File: config.mk
export PLATFORM = sky130hd
export DESIGN_NAME = ham_rx_flat
export DESIGN_NICKNAME = d
export VERILOG_FILES = /design/src/rtl/ham_rx_if.sv /design/src/rtl/ham_rx.sv /design/src/flat_wrapper.sv
export SDC_FILE = /design/constraint.sdc
export NUM_CORES = 1
export LEC_CHECK = 0
export BUFFER_PORTS_ARGS = -buffer_cell sky130_fd_sc_hd__buf_4
export CELL_PAD_IN_SITES_DETAIL_PLACEMENT = 1
export CELL_PAD_IN_SITES_GLOBAL_PLACEMENT = 2
export CORE_ASPECT_RATIO = 2
export CORE_MARGIN = 2
export CORE_UTILIZATION = 33
export CTS_BUF_LIST = sky130_fd_sc_hd__clkbuf_4 sky130_fd_sc_hd__clkbuf_8
export CTS_CLUSTER_DIAMETER = 50
export CTS_CLUSTER_SIZE = 25
export DETAILED_ROUTE_END_ITERATION = 6
export GPL_TIMING_DRIVEN = 1
export HOLD_SLACK_MARGIN = 0.02
export PLACE_DENSITY_LB_ADDON = 0.15
export REMOVE_ABC_BUFFERS = 1
export SETUP_SLACK_MARGIN = 0.4
export SLEW_MARGIN = 5
export SYNTH_ARGS = -nofsm -noshare
export SYNTH_HDL_FRONTEND = slang
export SYNTH_SLANG_ARGS = --single-unit
File: constraint.sdc
create_clock -name clk -period 3.1 [get_ports clk]
set_input_delay 0 -clock clk [delete_from_list [all_inputs] [get_ports clk]]
set_output_delay 0 -clock clk [all_outputs]
set_load 0.01 [all_outputs]
File: src/rtl/ham_rx_if.sv
`default_nettype none
// ============================================================================
// Module      : ham_rx_if
// Description : Bundles the serial codeword input stream and the decoded
//               result stream of the Hamming (17,12) receiver.
//               master : link source / result sink (drives rx_*, out_ready)
//               slave  : the receiver (drives rx_ready, out_*)
// Ports       : rx_bit, rx_valid, rx_sof, rx_ready   - serial bit stream
//               out_bits, out_syn, out_corr, out_uncorr,
//               out_valid, out_ready                 - decoded result
// Revision    : 1.0 - initial release
// ============================================================================
interface ham_rx_if;
    logic        rx_bit;
    logic        rx_valid;
    logic        rx_sof;
    logic        rx_ready;
    logic [11:0] out_bits;
    logic [4:0]  out_syn;
    logic        out_corr;
    logic        out_uncorr;
    logic        out_valid;
    logic        out_ready;

    modport master (
        output rx_bit, rx_valid, rx_sof, out_ready,
        input  rx_ready, out_bits, out_syn, out_corr, out_uncorr, out_valid
    );

    modport slave (
        input  rx_bit, rx_valid, rx_sof, out_ready,
        output rx_ready, out_bits, out_syn, out_corr, out_uncorr, out_valid
    );
endinterface
`default_nettype wire

File: src/rtl/ham_rx.sv
`default_nettype none
// ============================================================================
// Module      : ham_rx
// Description : Serial Hamming (17,12) receiver. Deserialises a 17-bit
//               codeword (codeword[0] first, framed by rx_sof), decodes it
//               with single-error correction and presents the 12 info bits
//               on a valid/ready output register. Saturating codeword and
//               error counters track link quality.
// Ports       : clk, rst  - clock, synchronous active-high reset
//               bus       - ham_rx_if.slave (bit stream in, result out)
//               cw_cnt    - codewords decoded (saturating)
//               err_cnt   - codewords with nonzero syndrome (saturating)
// Revision    : 1.0 - initial release
// ============================================================================
module ham_rx #(
    parameter int CNT_W = 8
) (
    input  logic             clk,
    input  logic             rst,
    ham_rx_if.slave          bus,
    output logic [CNT_W-1:0] cw_cnt,
    output logic [CNT_W-1:0] err_cnt
);

    localparam logic [4:0]       c_LAST_IDX = 5'd16;
    localparam logic [4:0]       c_MAX_POS  = 5'd17;
    localparam logic [CNT_W-1:0] c_CNT_MAX  = '1;

    // Deserialiser state
    logic [16:0]      sr_q,        sr_d;
    logic [4:0]       bcnt_q,      bcnt_d;
    logic             cw_full_q,   cw_full_d;

    // Output register
    logic             out_valid_q, out_valid_d;
    logic [11:0]      out_bits_q,  out_bits_d;
    logic [4:0]       out_syn_q,   out_syn_d;
    logic             out_corr_q,  out_corr_d;
    logic             out_uncorr_q, out_uncorr_d;

    // Statistics
    logic [CNT_W-1:0] cw_cnt_q,    cw_cnt_d;
    logic [CNT_W-1:0] err_cnt_q,   err_cnt_d;

    // Decoder
    logic [4:0]       w_syn;
    logic             w_corr;
    logic             w_uncorr;
    logic [16:0]      w_fixed;
    logic [11:0]      w_data;

    logic             w_accept;
    logic             w_xfer;

    assign w_accept = bus.rx_valid && !cw_full_q;
    // The output slot is free when empty or being drained on this same edge.
    assign w_xfer   = cw_full_q && (!out_valid_q || bus.out_ready);

    // Syndrome: XOR of the position numbers of all set bits, which is the
    // same as computing each syndrome bit over the positions having it set.
    always_comb begin
        w_syn = 5'd0;
        for (int p = 1; p <= 17; p++) begin
            if (sr_q[p-1]) begin
                w_syn = w_syn ^ 5'(p);
            end
        end
    end

    assign w_corr   = (w_syn != 5'd0) && (w_syn <= c_MAX_POS);
    assign w_uncorr = (w_syn > c_MAX_POS);

    always_comb begin
        w_fixed = sr_q;
        if (w_corr) begin
            w_fixed[w_syn - 5'd1] = ~sr_q[w_syn - 5'd1];
        end
    end

    // Info bits d0..d11 live at positions 3,5,6,7,9..15,17.
    assign w_data = {w_fixed[16], w_fixed[14:8], w_fixed[6:4], w_fixed[2]};

    always_comb begin
        sr_d         = sr_q;
        bcnt_d       = bcnt_q;
        cw_full_d    = cw_full_q;
        out_valid_d  = out_valid_q;
        out_bits_d   = out_bits_q;
        out_syn_d    = out_syn_q;
        out_corr_d   = out_corr_q;
        out_uncorr_d = out_uncorr_q;
        cw_cnt_d     = cw_cnt_q;
        err_cnt_d    = err_cnt_q;

        // Output side: a transfer refills the slot, otherwise a completed
        // handshake empties it.
        if (w_xfer) begin
            cw_full_d    = 1'b0;
            out_valid_d  = 1'b1;
            out_bits_d   = w_data;
            out_syn_d    = w_syn;
            out_corr_d   = w_corr;
            out_uncorr_d = w_uncorr;
            if (cw_cnt_q != c_CNT_MAX) begin
                cw_cnt_d = cw_cnt_q + 1'b1;
            end
            if ((w_syn != 5'd0) && (err_cnt_q != c_CNT_MAX)) begin
                err_cnt_d = err_cnt_q + 1'b1;
            end
        end else if (out_valid_q && bus.out_ready) begin
            out_valid_d = 1'b0;
        end

        // Input side: accept only ever happens while cw_full is clear, so it
        // never collides with the transfer clearing it.
        if (w_accept) begin
            if (bus.rx_sof) begin
                // Start of frame always resynchronises, dropping any partial.
                sr_d[0] = bus.rx_bit;
                bcnt_d  = 5'd1;
            end else if (bcnt_q != 5'd0) begin
                sr_d[bcnt_q] = bus.rx_bit;
                if (bcnt_q == c_LAST_IDX) begin
                    bcnt_d    = 5'd0;
                    cw_full_d = 1'b1;
                end else begin
                    bcnt_d = bcnt_q + 5'd1;
                end
            end
        end
    end

    always_ff @(posedge clk) begin
        if (rst) begin
            sr_q         <= '0;
            bcnt_q       <= '0;
            cw_full_q    <= 1'b0;
            out_valid_q  <= 1'b0;
            out_bits_q   <= '0;
            out_syn_q    <= '0;
            out_corr_q   <= 1'b0;
            out_uncorr_q <= 1'b0;
            cw_cnt_q     <= '0;
            err_cnt_q    <= '0;
        end else begin
            sr_q         <= sr_d;
            bcnt_q       <= bcnt_d;
            cw_full_q    <= cw_full_d;
            out_valid_q  <= out_valid_d;
            out_bits_q   <= out_bits_d;
            out_syn_q    <= out_syn_d;
            out_corr_q   <= out_corr_d;
            out_uncorr_q <= out_uncorr_d;
            cw_cnt_q     <= cw_cnt_d;
            err_cnt_q    <= err_cnt_d;
        end
    end

    assign bus.rx_ready   = !cw_full_q;
    assign bus.out_valid  = out_valid_q;
    assign bus.out_bits   = out_bits_q;
    assign bus.out_syn    = out_syn_q;
    assign bus.out_corr   = out_corr_q;
    assign bus.out_uncorr = out_uncorr_q;
    assign cw_cnt         = cw_cnt_q;
    assign err_cnt        = err_cnt_q;

endmodule
`default_nettype wire

File: src/flat_wrapper.sv
// flat-port wrapper written by rule: the top's interface ports become plain ports
module ham_rx_flat 
#(
    parameter int CNT_W = 8
)
  (clk, rst, cw_cnt, err_cnt, bus_rx_bit, bus_rx_valid, bus_rx_sof, bus_out_ready, bus_rx_ready, bus_out_bits, bus_out_syn, bus_out_corr, bus_out_uncorr, bus_out_valid);
  ham_rx_if bus_i ();
  input  logic clk;
  input  logic rst;
  output logic [CNT_W-1:0] cw_cnt;
  output logic [CNT_W-1:0] err_cnt;
  input wire logic [$bits(bus_i.rx_bit)-1:0] bus_rx_bit;
  input wire logic [$bits(bus_i.rx_valid)-1:0] bus_rx_valid;
  input wire logic [$bits(bus_i.rx_sof)-1:0] bus_rx_sof;
  input wire logic [$bits(bus_i.out_ready)-1:0] bus_out_ready;
  output wire logic [$bits(bus_i.rx_ready)-1:0] bus_rx_ready;
  output wire logic [$bits(bus_i.out_bits)-1:0] bus_out_bits;
  output wire logic [$bits(bus_i.out_syn)-1:0] bus_out_syn;
  output wire logic [$bits(bus_i.out_corr)-1:0] bus_out_corr;
  output wire logic [$bits(bus_i.out_uncorr)-1:0] bus_out_uncorr;
  output wire logic [$bits(bus_i.out_valid)-1:0] bus_out_valid;
  assign bus_i.rx_bit = bus_rx_bit;
  assign bus_i.rx_valid = bus_rx_valid;
  assign bus_i.rx_sof = bus_rx_sof;
  assign bus_i.out_ready = bus_out_ready;
  assign bus_rx_ready = bus_i.rx_ready;
  assign bus_out_bits = bus_i.out_bits;
  assign bus_out_syn = bus_i.out_syn;
  assign bus_out_corr = bus_i.out_corr;
  assign bus_out_uncorr = bus_i.out_uncorr;
  assign bus_out_valid = bus_i.out_valid;
  ham_rx #(.CNT_W(CNT_W)) u_core (.clk(clk), .rst(rst), .bus(bus_i), .cw_cnt(cw_cnt), .err_cnt(err_cnt));
endmodule
==> key figures <==
Die
  – IO Count: 43
  – Std-Cell Core Area: about 0.010 sq mm
  – Initial core utilization: 33.9%
  – Die X-Extent: between 70 and 80 um
  – Site row count: 52
  – Die area: 0.0112 sq mm
  – Chip Height: roughly 150 um

Min path
  – Hold-critical path depth: 2
  – Hold path start: rst
  – Worst min path class: in -> reg
  – Hold EP: u_core.cw_cnt[0]

Timing
  – Fin. max-slew vios: 0
  – Hold Slack: roughly 0.043 ns
  – Fin Clk Skew: between 0.009 and 0.01 ns
  – Fmax: roughly 310 MHz
  – Tmin final: about 3.2 ns
  – Final worst-path cycle share: 104%
  – Worst slew margin: 46.9%
  – RSZ-0062 raised after global routing: true
  – Worst slew pin tran: about 0.8 ns
  – Final setup viols: 11
  – Setup ws final: -0.127 ns
  – Final hold viol count: 0

Routing
  – Pre-antenna DRT Iters: 4
  – Detail Route Antenna Nets: 0
  – DRC: 0
  – Total Routed Length: around 11000 um
  – Starting DRC count in detailed routing: ~140
  – Wirelength per Cell: between 15 and 20 um
  – Vias: roughly 3200
  – Via-to-Cell Ratio: around 5.2

Job
  – Max_cap viols: 0

Setup path
  – Worst Path Required: about 3.4 ns
  – Setup CP Type: reg -> reg
  – R2R Path Start: u_core.sr_q[2]
  – Worst reg-to-reg path cell count: 10
  – Worst reg2reg path endpoint: u_core.bus.out_bits[5]
  – Setup crit end kind: flop
  – Startpoint Class: flop
  – Setup slack, reg-to-reg: -0.13 ns
  – Max FO, Critical Path: 5
  – Data arrival, critical path: 3.47 ns

CTS
  – Clock Path Buffers: 2
  – Reg clk slew, reported paths: 0.07 ns
  – TritonCTS clock tree: built
  – CTS Root Buffer Type: clkbuf_8
  – CTS Sinks: 59
  – Depth of the CTS H-tree: 3
  – Cts bufs inserted: 9
  – Worst skew pair latency: 0.35 ns

Power and ir drop
  – Power Internal: 1150 uW
  – Worst vdd ir: approximately 0.17 mV
  – Clock Power Share: between 40% and 50%
  – Switch Pwr: about 380 uW
  – Combinational Power Share: under 10%
  – Switch share: roughly a quarter
  – Pwr Density: approximately 350 mW/mm^2
  – Sequential share of power: ~50%
  – Leak: 0.00170 uW

Place
  – Placed cells: a little under 600
  – Final GP Congestion: slightly below 0.9
  – Port-buffer cells: 42
  – Hpwl dp: 8280 um
  – Placed cell areas: approximately 0.0040 sq mm

Global route
  – Initial antenna violation count: 0
  – Pin count of the biggest net entering global routing: 31
  – Grt total ovfl: 0
  – First-pass GRT wire length: 17600 um
  – Number of global-route vias before repair: approximately 3300
  – GRT Total Usage: between 20% and 30%

Cells and area
  – Most frequent cells in the layout: buf_4 (76), dfxtp_1 (56), nor2_1 (51)
  – # nets final: roughly 480
  – Fraction of layout cells with a size suffix above 1: 29.4%
  – Diodes inserted: 0
  – Syn-to-layout area delta: 30.0%
  – Final non-filler cell total: about 610
  – Design area: roughly 0.0044 sq mm
  – Commonest non-fill, non-tap cell in the layout: buf_4

Logic synthesis
  – Synth top area cells: dfxtp_1 (35%), nor2_1 (5.8%), nand2_1 (5.3%), xnor2_1 (4.6%), nand3_1 (4.5%)
  – Post-synthesis cell type count: 58
  – Post-Syn Instances: 397
  – Synth Warn #: 0
  – Seq/Total Area, Yosys: approximately a third
  – Main synth FF type: dfxtp_1
  – Seq cells post-synth: 59
  – Post-synth ARST share: 0%
  – Syn avg cell area: 8.60 sq um
  – Area leader, netlist: dfxtp_1
  – Post-synth top area share: about 35%
  – Mapped cell area: 0.00341 sq mm
  – Number of synthesized flops with an enable pin: 0

Run status
  – Outcome: complete, but fails checks
  – Failing checks: negative setup slack
## worst max path at each step
stage / cells past startpoint / from / slack (ns) / end
floorplan: 10 / u_core.sr_q[14] / -0.31 / u_core.bus.out_bits[5]
global placement: 10 / u_core.sr_q[10] / -0.11 / u_core.bus.out_bits[7]
detailed placement: 10 / u_core.sr_q[10] / -0.23 / u_core.bus.out_bits[6]
CTS: 10 / u_core.sr_q[2] / -0.11 / u_core.bus.out_bits[5]
global route: 10 / u_core.sr_q[2] / -0.20 / u_core.bus.out_bits[5]
finish: 10 / u_core.sr_q[2] / -0.13 / u_core.bus.out_bits[5]
## Yosys cell counts (3+ instances only)
cell type / number
nor4_1: 5
clkbuf_1: 15
nand3_1: 31
a2111oi_2: 3
xnor3_2: 3
nor2_1: 53
or3_1: 4
buf_6: 3
mux2i_1: 9
a21oi_1: 27
xor2_1: 13
ha_1: 9
o21ai_0: 9
a211oi_1: 7
nand2_1: 48
nand4_1: 7
dfxtp_1: 59
nor2b_1: 3
xnor2_1: 18
xor3_2: 3
nor3_1: 11
and3_1: 6
inv_1: 5
## through the flow
| step | setup slack [ns] | util (%) | setup TNS, ns | total power, uW |
|---|---|---|---|---|
| 6_report | -0.127 | 44.0 | -0.674 | 1530 |
| 2_1_floorplan | -0.310 | - | -2.51 | 814 |
| 3_3_place_gp | -0.107 | 39.7 | -0.708 | 859 |
| 4_1_cts | -0.112 | 42.7 | -0.445 | 1550 |
| 5_1_grt | -0.195 | 44.0 | -1.52 | 1590 |
| 3_5_place_dp | -0.234 | 39.7 | -1.89 | 859 |
## worst max-delay path, cell delays in order, from the launching register on
cell	delay, ns
dfxtp_2	0.34
xnor2_2	0.15
xnor2_2	0.25
xnor2_1	0.10
ha_2	0.41
buf_6	0.12
mux4_4	0.63
mux2_4	0.30
o311ai_4	0.34
a21oi_2	0.17
a2111oi_2	0.31
## layer usage
| metal | up-vias | share of wire [%] | wire length, um | global-route usage (%) |
|---|---|---|---|---|
| li1 | 1542 | - | - | - |
| met1 | 1542 | 35 | 3830 | 19.3 |
| met2 | 59 | 58 | 6370 | 40.0 |
| met3 | 35 | 2.3 | 252 | 3.11 |
| met4 | 0 | 5.6 | 616 | 12.4 |
| met5 | - | 0 | 0 | 0 |
## flip-flops by register name (all words and copies together) (netlist names)
register,cells
u_core.cw_full_q,1
u_core.sr_q,17
u_core.cw_cnt,8
u_core.bus.out_corr,1
u_core.err_cnt,8
u_core.bus.out_syn,5
u_core.bus.out_valid,1
u_core.bus.out_bits,12
u_core.bus.out_uncorr,1
u_core.bcnt_q,5
## power by group through the flow
stage	clock, uW	combinational (uW)	sequential, uW
2_1_floorplan	0	35.1	779
3_3_place_gp	0	78.9	780
3_5_place_dp	0	79.1	780
4_1_cts	698	87.1	763
5_1_grt	730	96.6	762
6_report	681	88.7	762
## layout make-up
class,instances,area [sq um]
Clock inverter,6,57.6
Multi-Input combinational cell,308,2210
Fill cell,1202,5650
Inverter,6,22.5
Timing Repair Buffer,85,667
Tap cell,135,169
Clock buffer,9,124
Sequential cell,59,1190
## kinds of logic after synthesis
family	synth area share, %
compound gates	14.3
xor+xnor	13.4
fa+ha+maj	3.30
buf+inv	4.91
flops	34.6
mux	4.87
simple gates	24.7
## timing repair
item                                    in CTS  in global routing
hold buffers                                 4                  0
setup buffers                                2                  4
cloned                                       1                  0
resized for setup                            9                 19
endpoints found under the setup margin      12                 12
hold endpoints to repair                    11                  0
pin swaps                                    3                  5
No activity file was read; power rests on OpenSTA's default activity.
